--- config.mk ---
export PLATFORM = sky130hd
export DESIGN_NAME = debounce_scan_ctrl
export DESIGN_NICKNAME = d
export VERILOG_FILES = /design/src/rtl/debounce_scan_ctrl.sv
export SDC_FILE = /design/constraint.sdc
export NUM_CORES = 1
export LEC_CHECK = 0
export BUFFER_PORTS_ARGS = -buffer_cell sky130_fd_sc_hd__buf_2
export CAP_MARGIN = 20
export CORE_UTILIZATION = 24
export CTS_CLUSTER_DIAMETER = 100
export DETAILED_ROUTE_END_ITERATION = 12
export PLACE_DENSITY = 0.43
export SETUP_SLACK_MARGIN = 0.1
export SYNTH_ARGS = -nofsm -noshare
export SYNTH_HDL_FRONTEND = slang
export SYNTH_SLANG_ARGS = --single-unit
--- constraint.sdc ---
create_clock -name clock -period 3.5 [get_ports clock]
set_input_delay 0.35 -clock clock [delete_from_list [all_inputs] [get_ports clock]]
set_output_delay 0.35 -clock clock [all_outputs]
set_load 0.05 [all_outputs]
--- src/rtl/debounce_scan_ctrl.sv ---
// Time-multiplexed debounce controller.
// One shared compare/increment engine visits one channel per clock in
// round-robin order. Each channel keeps a candidate level and a small
// stability counter. When a channel's debounced level changes, an event
// (channel, direction) is offered on a one-entry valid/ready register.
//
// Handshake: ev_valid/ev_channel/ev_rise form one event. The event is
// transferred on a clock edge where ev_valid && ev_ready. While ev_valid is
// high and ev_ready is low, ev_channel and ev_rise hold steady. A new event
// that arrives while the register is full and not being drained is dropped
// and sets the sticky ovf flag (the clean level still updates).
module debounce_scan_ctrl #(
  parameter int N             = 8,
  parameter int STABLE_VISITS = 81250,
  parameter int CW            = 17,
  parameter int IW            = 3
) (
  input  logic          clock,
  input  logic          reset,
  input  logic [N-1:0]  noisy,
  output logic [N-1:0]  clean,
  output logic          ev_valid,
  input  logic          ev_ready,
  output logic [IW-1:0] ev_channel,
  output logic          ev_rise,
  output logic          ovf,
  input  logic          ovf_clear
);

  localparam logic [CW-1:0] STABLE_CNT = CW'(STABLE_VISITS);
  localparam logic [IW-1:0] PTR_LAST   = IW'(N - 1);

  logic [N-1:0]  s1_q, s1_d;
  logic [N-1:0]  s2_q, s2_d;
  logic [N-1:0]  cand_q, cand_d;
  logic [N-1:0]  clean_q, clean_d;
  logic [CW-1:0] cnt_q [N];
  logic [CW-1:0] cnt_d [N];
  logic [IW-1:0] ptr_q, ptr_d;
  logic          ev_valid_q, ev_valid_d;
  logic [IW-1:0] ev_channel_q, ev_channel_d;
  logic          ev_rise_q, ev_rise_d;
  logic          ovf_q, ovf_d;

  logic          edge_ev;
  logic          drop;
  logic          vis_s2;
  logic          vis_cand;
  logic [CW-1:0] vis_cnt;

  // Two-flop synchronizer and explicit-wrap scan pointer.
  always_comb begin
    s1_d  = noisy;
    s2_d  = s1_q;
    ptr_d = (ptr_q == PTR_LAST) ? '0 : ptr_q + IW'(1);
  end

  // Shared engine: update the one channel addressed by ptr_q.
  always_comb begin
    cand_d   = cand_q;
    clean_d  = clean_q;
    cnt_d    = cnt_q;
    edge_ev  = 1'b0;
    vis_s2   = s2_q[ptr_q];
    vis_cand = cand_q[ptr_q];
    vis_cnt  = cnt_q[ptr_q];
    if (vis_s2 != vis_cand) begin
      // Input moved since last visit: restart the stability count.
      cand_d[ptr_q] = vis_s2;
      cnt_d[ptr_q]  = '0;
    end else if (vis_cnt == STABLE_CNT) begin
      // Stable long enough: commit; counter saturates here.
      clean_d[ptr_q] = vis_cand;
      edge_ev        = (clean_q[ptr_q] != vis_cand);
    end else begin
      cnt_d[ptr_q] = vis_cnt + CW'(1);
    end
  end

  // One-entry event register with drop detection and sticky overflow.
  always_comb begin
    ev_valid_d   = ev_valid_q;
    ev_channel_d = ev_channel_q;
    ev_rise_d    = ev_rise_q;
    ovf_d        = ovf_q;
    drop         = 1'b0;
    if (ev_valid_q && ev_ready) begin
      ev_valid_d = 1'b0;
    end
    if (edge_ev) begin
      if (!ev_valid_q || ev_ready) begin
        ev_valid_d   = 1'b1;
        ev_channel_d = ptr_q;
        ev_rise_d    = vis_cand;
      end else begin
        drop = 1'b1;
      end
    end
    // A drop in the same cycle as a clear keeps the flag set.
    if (drop) begin
      ovf_d = 1'b1;
    end else if (ovf_clear) begin
      ovf_d = 1'b0;
    end
  end

  // State registers; reset loads the raw input so no event is produced.
  always_ff @(posedge clock) begin
    if (reset) begin
      s1_q         <= noisy;
      s2_q         <= noisy;
      cand_q       <= noisy;
      clean_q      <= noisy;
      for (int i = 0; i < N; i++) cnt_q[i] <= '0;
      ptr_q        <= '0;
      ev_valid_q   <= 1'b0;
      ev_channel_q <= '0;
      ev_rise_q    <= 1'b0;
      ovf_q        <= 1'b0;
    end else begin
      s1_q         <= s1_d;
      s2_q         <= s2_d;
      cand_q       <= cand_d;
      clean_q      <= clean_d;
      for (int i = 0; i < N; i++) cnt_q[i] <= cnt_d[i];
      ptr_q        <= ptr_d;
      ev_valid_q   <= ev_valid_d;
      ev_channel_q <= ev_channel_d;
      ev_rise_q    <= ev_rise_d;
      ovf_q        <= ovf_d;
    end
  end

  assign clean      = clean_q;
  assign ev_valid   = ev_valid_q;
  assign ev_channel = ev_channel_q;
  assign ev_rise    = ev_rise_q;
  assign ovf        = ovf_q;

endmodule

==> flow_summary.yaml <==
power:
  power_switching_w: 0.00145
  vdd_drop_max_mv: 0.355
  power_frac_seq_pct: 44.1
  p_comb_share_pct: 16.7
  clockPowerShare_pct: 39.1
  p_int_w: 0.00343
  swShare_pct: 29.8
  p_per_area_mw_per_mm2: 517
  cellLeakagePower_nw: 3.43
global_routing:
  antenna_found_initial: 0
  overflow: 0
  grt_usage_pct: 15.8
  grt_max_degree: 34
  grt_pass1_wl_um: 39500
  grt_pass1_vias: 6020
clock_network:
  clkTransAtPathRegs_ns: 0.07
  cts.path.max_buffers: 2
  numCtsBuffers: 17
  cts_tree: "built"
  clk_latency_ns: 0.45
  clock_sinks: 177
  h-tree-depth: 4
  clk_root_buffer_cell: "clkbuf_16"
detailed_routing:
  route.vias.total: 6159
  wl_um: 25700
  drt_iter0_drc: 506
  dr.pass1.iters: 5
  vias_per_cell: 5.05
  ant_nets: 0
  wire_per_inst_um: 21.1
  drc: 0
layout:
  mostFrequentLayoutCells: "dfxtp_1, a22o_1, buf_4, nand2_1"
  insertedDiodeCount: 0
  fin_area_mm2: 0.00945
  stdcell_count: 1219
  synthToLayoutAreaGrowth_pct: 18.5
  layout_commonest_cell: "dfxtp_1"
  nets: 781
  drive_gt1_share_pct: 22.7
outcome:
  outcome: "finished clean"
timing:
  finalClockSkew_ns: 0.0105
  slew_viol_final: 0
  holdWs_ns: 0.0226
  finalCriticalPeriod_ns: 3.23
  setup_viol: 0
  finalHoldViolations: 0
  fmax_mhz: 310
  rsz0062_at_grt: "no"
  finalSetupTns_ns: 0
  max_slew_margin_pct: 45.7
  min_period_over_period_pct: 92.2
  worst_pin_slew_ns: 0.808
setup_path:
  cp.required_ns: 3.89
  crit_path_top_delay_cell: "mux4_2"
  start_kind: "register"
  crit_family: "multiplexers"
  cp_max_fo: 22
  critical_path_buf_inv_count: 2
  crit_top_cell: "buf_4"
  worst_setup_path_end_kind: "register"
  critical_path_arrival_ns: 3.61
  critPathKind: "register to register"
  slowest_delay_ns: 0.56
  path_cells: "mux4_2 -> mux2_2 -> a211oi_1 -> and4_1 -> nand4_1 -> buf_4 -> a21oi_4 -> buf_4 -> a22o_1"
placement:
  gp_congestion: 0.800
  post-dp-hpwl_um: 16900
  dp_cells: 1182
  post_dp_cell_area_mm2: 0.00876
  io_buffers: 25
synth:
  syn-cell-area_mm2: 0.00797
  syn-num-nets: 728
  ys.flop_type: "dfxtp_1"
  synth_edf_count: 16
  avgSynthCellArea_um2: 11.2
  synthArstFlopShare_pct: 0
  postSynthCellCount: 712
  yosysSeqAreaShare_pct: 46.5
  synth-seq-cells: 177
  yosysUniqueCellTypes: 69
  yosysWarningCount: 0
floorplanning:
  start_util_pct: 24.4
  die_area_mm2: 0.0340
  num_rows: 66
  die_x_um: 184
  die_h_um: 184
  io_pins: 26
  design.core.area_mm2: 0.0326
job:
  maxCapViolCount: 0
worst_hold_path:
  hold_path_class: "input pin to register"
## final timing paths
path / from / to / slack, ns / cells past startpoint
max: ptr_q[1] / cnt_q[88] / 0.27 / 9
min: noisy[0] / s1_q[0] / 0.02 / 1
max reg2reg: ptr_q[1] / cnt_q[88] / 0.27 / 9
min reg2reg: s1_q[6] / s2_q[6] / 0.44 / 2
## kinds of logic after synthesis
group / after synthesis / share of synthesized area, %
buffers and inverters: 74 / 5.89
AO/OA/AOI/OAI: 242 / 25.4
XOR/XNOR: 12 / 1.65
flip-flops: 177 / 46.5
multiplexers: 63 / 10.3
AND/OR/NAND/NOR: 140 / 9.71
adder cells (fa/ha/maj): 4 / 0.628
## sequential cells by signal, summed over array words and instances (netlist names)
name / count
cand_q: 8
clean: 8
cnt_q: 136
ev_channel: 3
ev_rise: 1
ev_valid: 1
ovf: 1
ptr_q: 3
s1_q: 8
s2_q: 8
## stage by stage
| step | setup slack (ns) | util, % | total power (W) |
|---|---|---|---|
| floorplan | 0.364 | - | 0.00272 |
| global placement | -0.0246 | 26.8 | 0.00300 |
| detailed placement | 0.0102 | 26.8 | 0.00300 |
| CTS | 0.117 | 28.7 | 0.00492 |
| global route | 0.144 | 29.0 | 0.00508 |
| finish | 0.273 | 29.0 | 0.00488 |
## Yosys cell counts (3+ instances only)
master / instances / area, um2
xor2_1: 5 / 43.8
clkbuf_1: 16 / 60.1
a31oi_4: 4 / 85.1
mux4_2: 13 / 293
mux2i_1: 41 / 410
nand3_1: 10 / 50.1
o21ai_0: 41 / 205
nor3b_1: 3 / 22.5
nand4_1: 8 / 50.1
buf_2: 17 / 85.1
xnor2_1: 5 / 43.8
a221o_1: 5 / 50.1
a22o_1: 96 / 841
edfxtp_1: 16 / 480
buf_8: 4 / 60.1
a21oi_1: 12 / 60.1
a21oi_2: 3 / 26.3
a22oi_1: 14 / 105
nor3_1: 8 / 40.0
nand2b_1: 5 / 31.3
nor2b_1: 8 / 50.1
a221oi_1: 3 / 26.3
nand2_1: 44 / 165
and2_1: 3 / 18.8
a32o_1: 38 / 380
ha_1: 4 / 50.1
dfxtp_1: 161 / 3220
buf_6: 12 / 135
inv_1: 14 / 52.6
buf_1: 3 / 11.3
a21oi_4: 3 / 48.8
nor2_1: 23 / 86.3
o211ai_1: 3 / 22.5
nor3_2: 7 / 70.1
a31o_2: 3 / 26.3
nand3b_1: 5 / 37.5
mux2_2: 5 / 56.3
a41o_1: 4 / 40.0
buf_4: 5 / 37.5
## repair_timing
action / CTS / global route
endpoints found under the setup margin: 53 / 121
hold endpoints to repair: 3 / 2
resized for setup: 2 / 7
hold buffers: 3 / 2
buffers inserted: 0 / 1
## per-layer routing
layer	routed length, um	GRT usage, %	up-vias	share of wire (%)
met5	0	0	-	0
met4	391	4.57	0	1.5
met3	958	2.83	27	3.7
met2	12000	25.0	153	47
met1	12300	21.9	3115	48
li1	-	-	2864	-
## power by group through the flow
| stage | Clock [W] | Sequential, W | Combinational [W] |
|---|---|---|---|
| 3_5_place_dp | 0 | 0.00221 | 0.000793 |
| 3_3_place_gp | 0 | 0.00221 | 0.000796 |
| 6_report | 0.00191 | 0.00216 | 0.000817 |
| 5_1_grt | 0.00204 | 0.00216 | 0.000880 |
| 2_1_floorplan | 0 | 0.00220 | 0.000525 |
| 4_1_cts | 0.00196 | 0.00216 | 0.000801 |
## layout make-up
type,instances,area [um2]
Timing Repair Buffer,92,698
Multi-Input combinational cell,461,3850
Inverter,16,60.1
Fill cell,3401,23200
Clock buffer,19,433
Tap cell,442,553
Sequential cell,177,3710
Clock inverter,12,136
(Power assumes the default switching activity.)
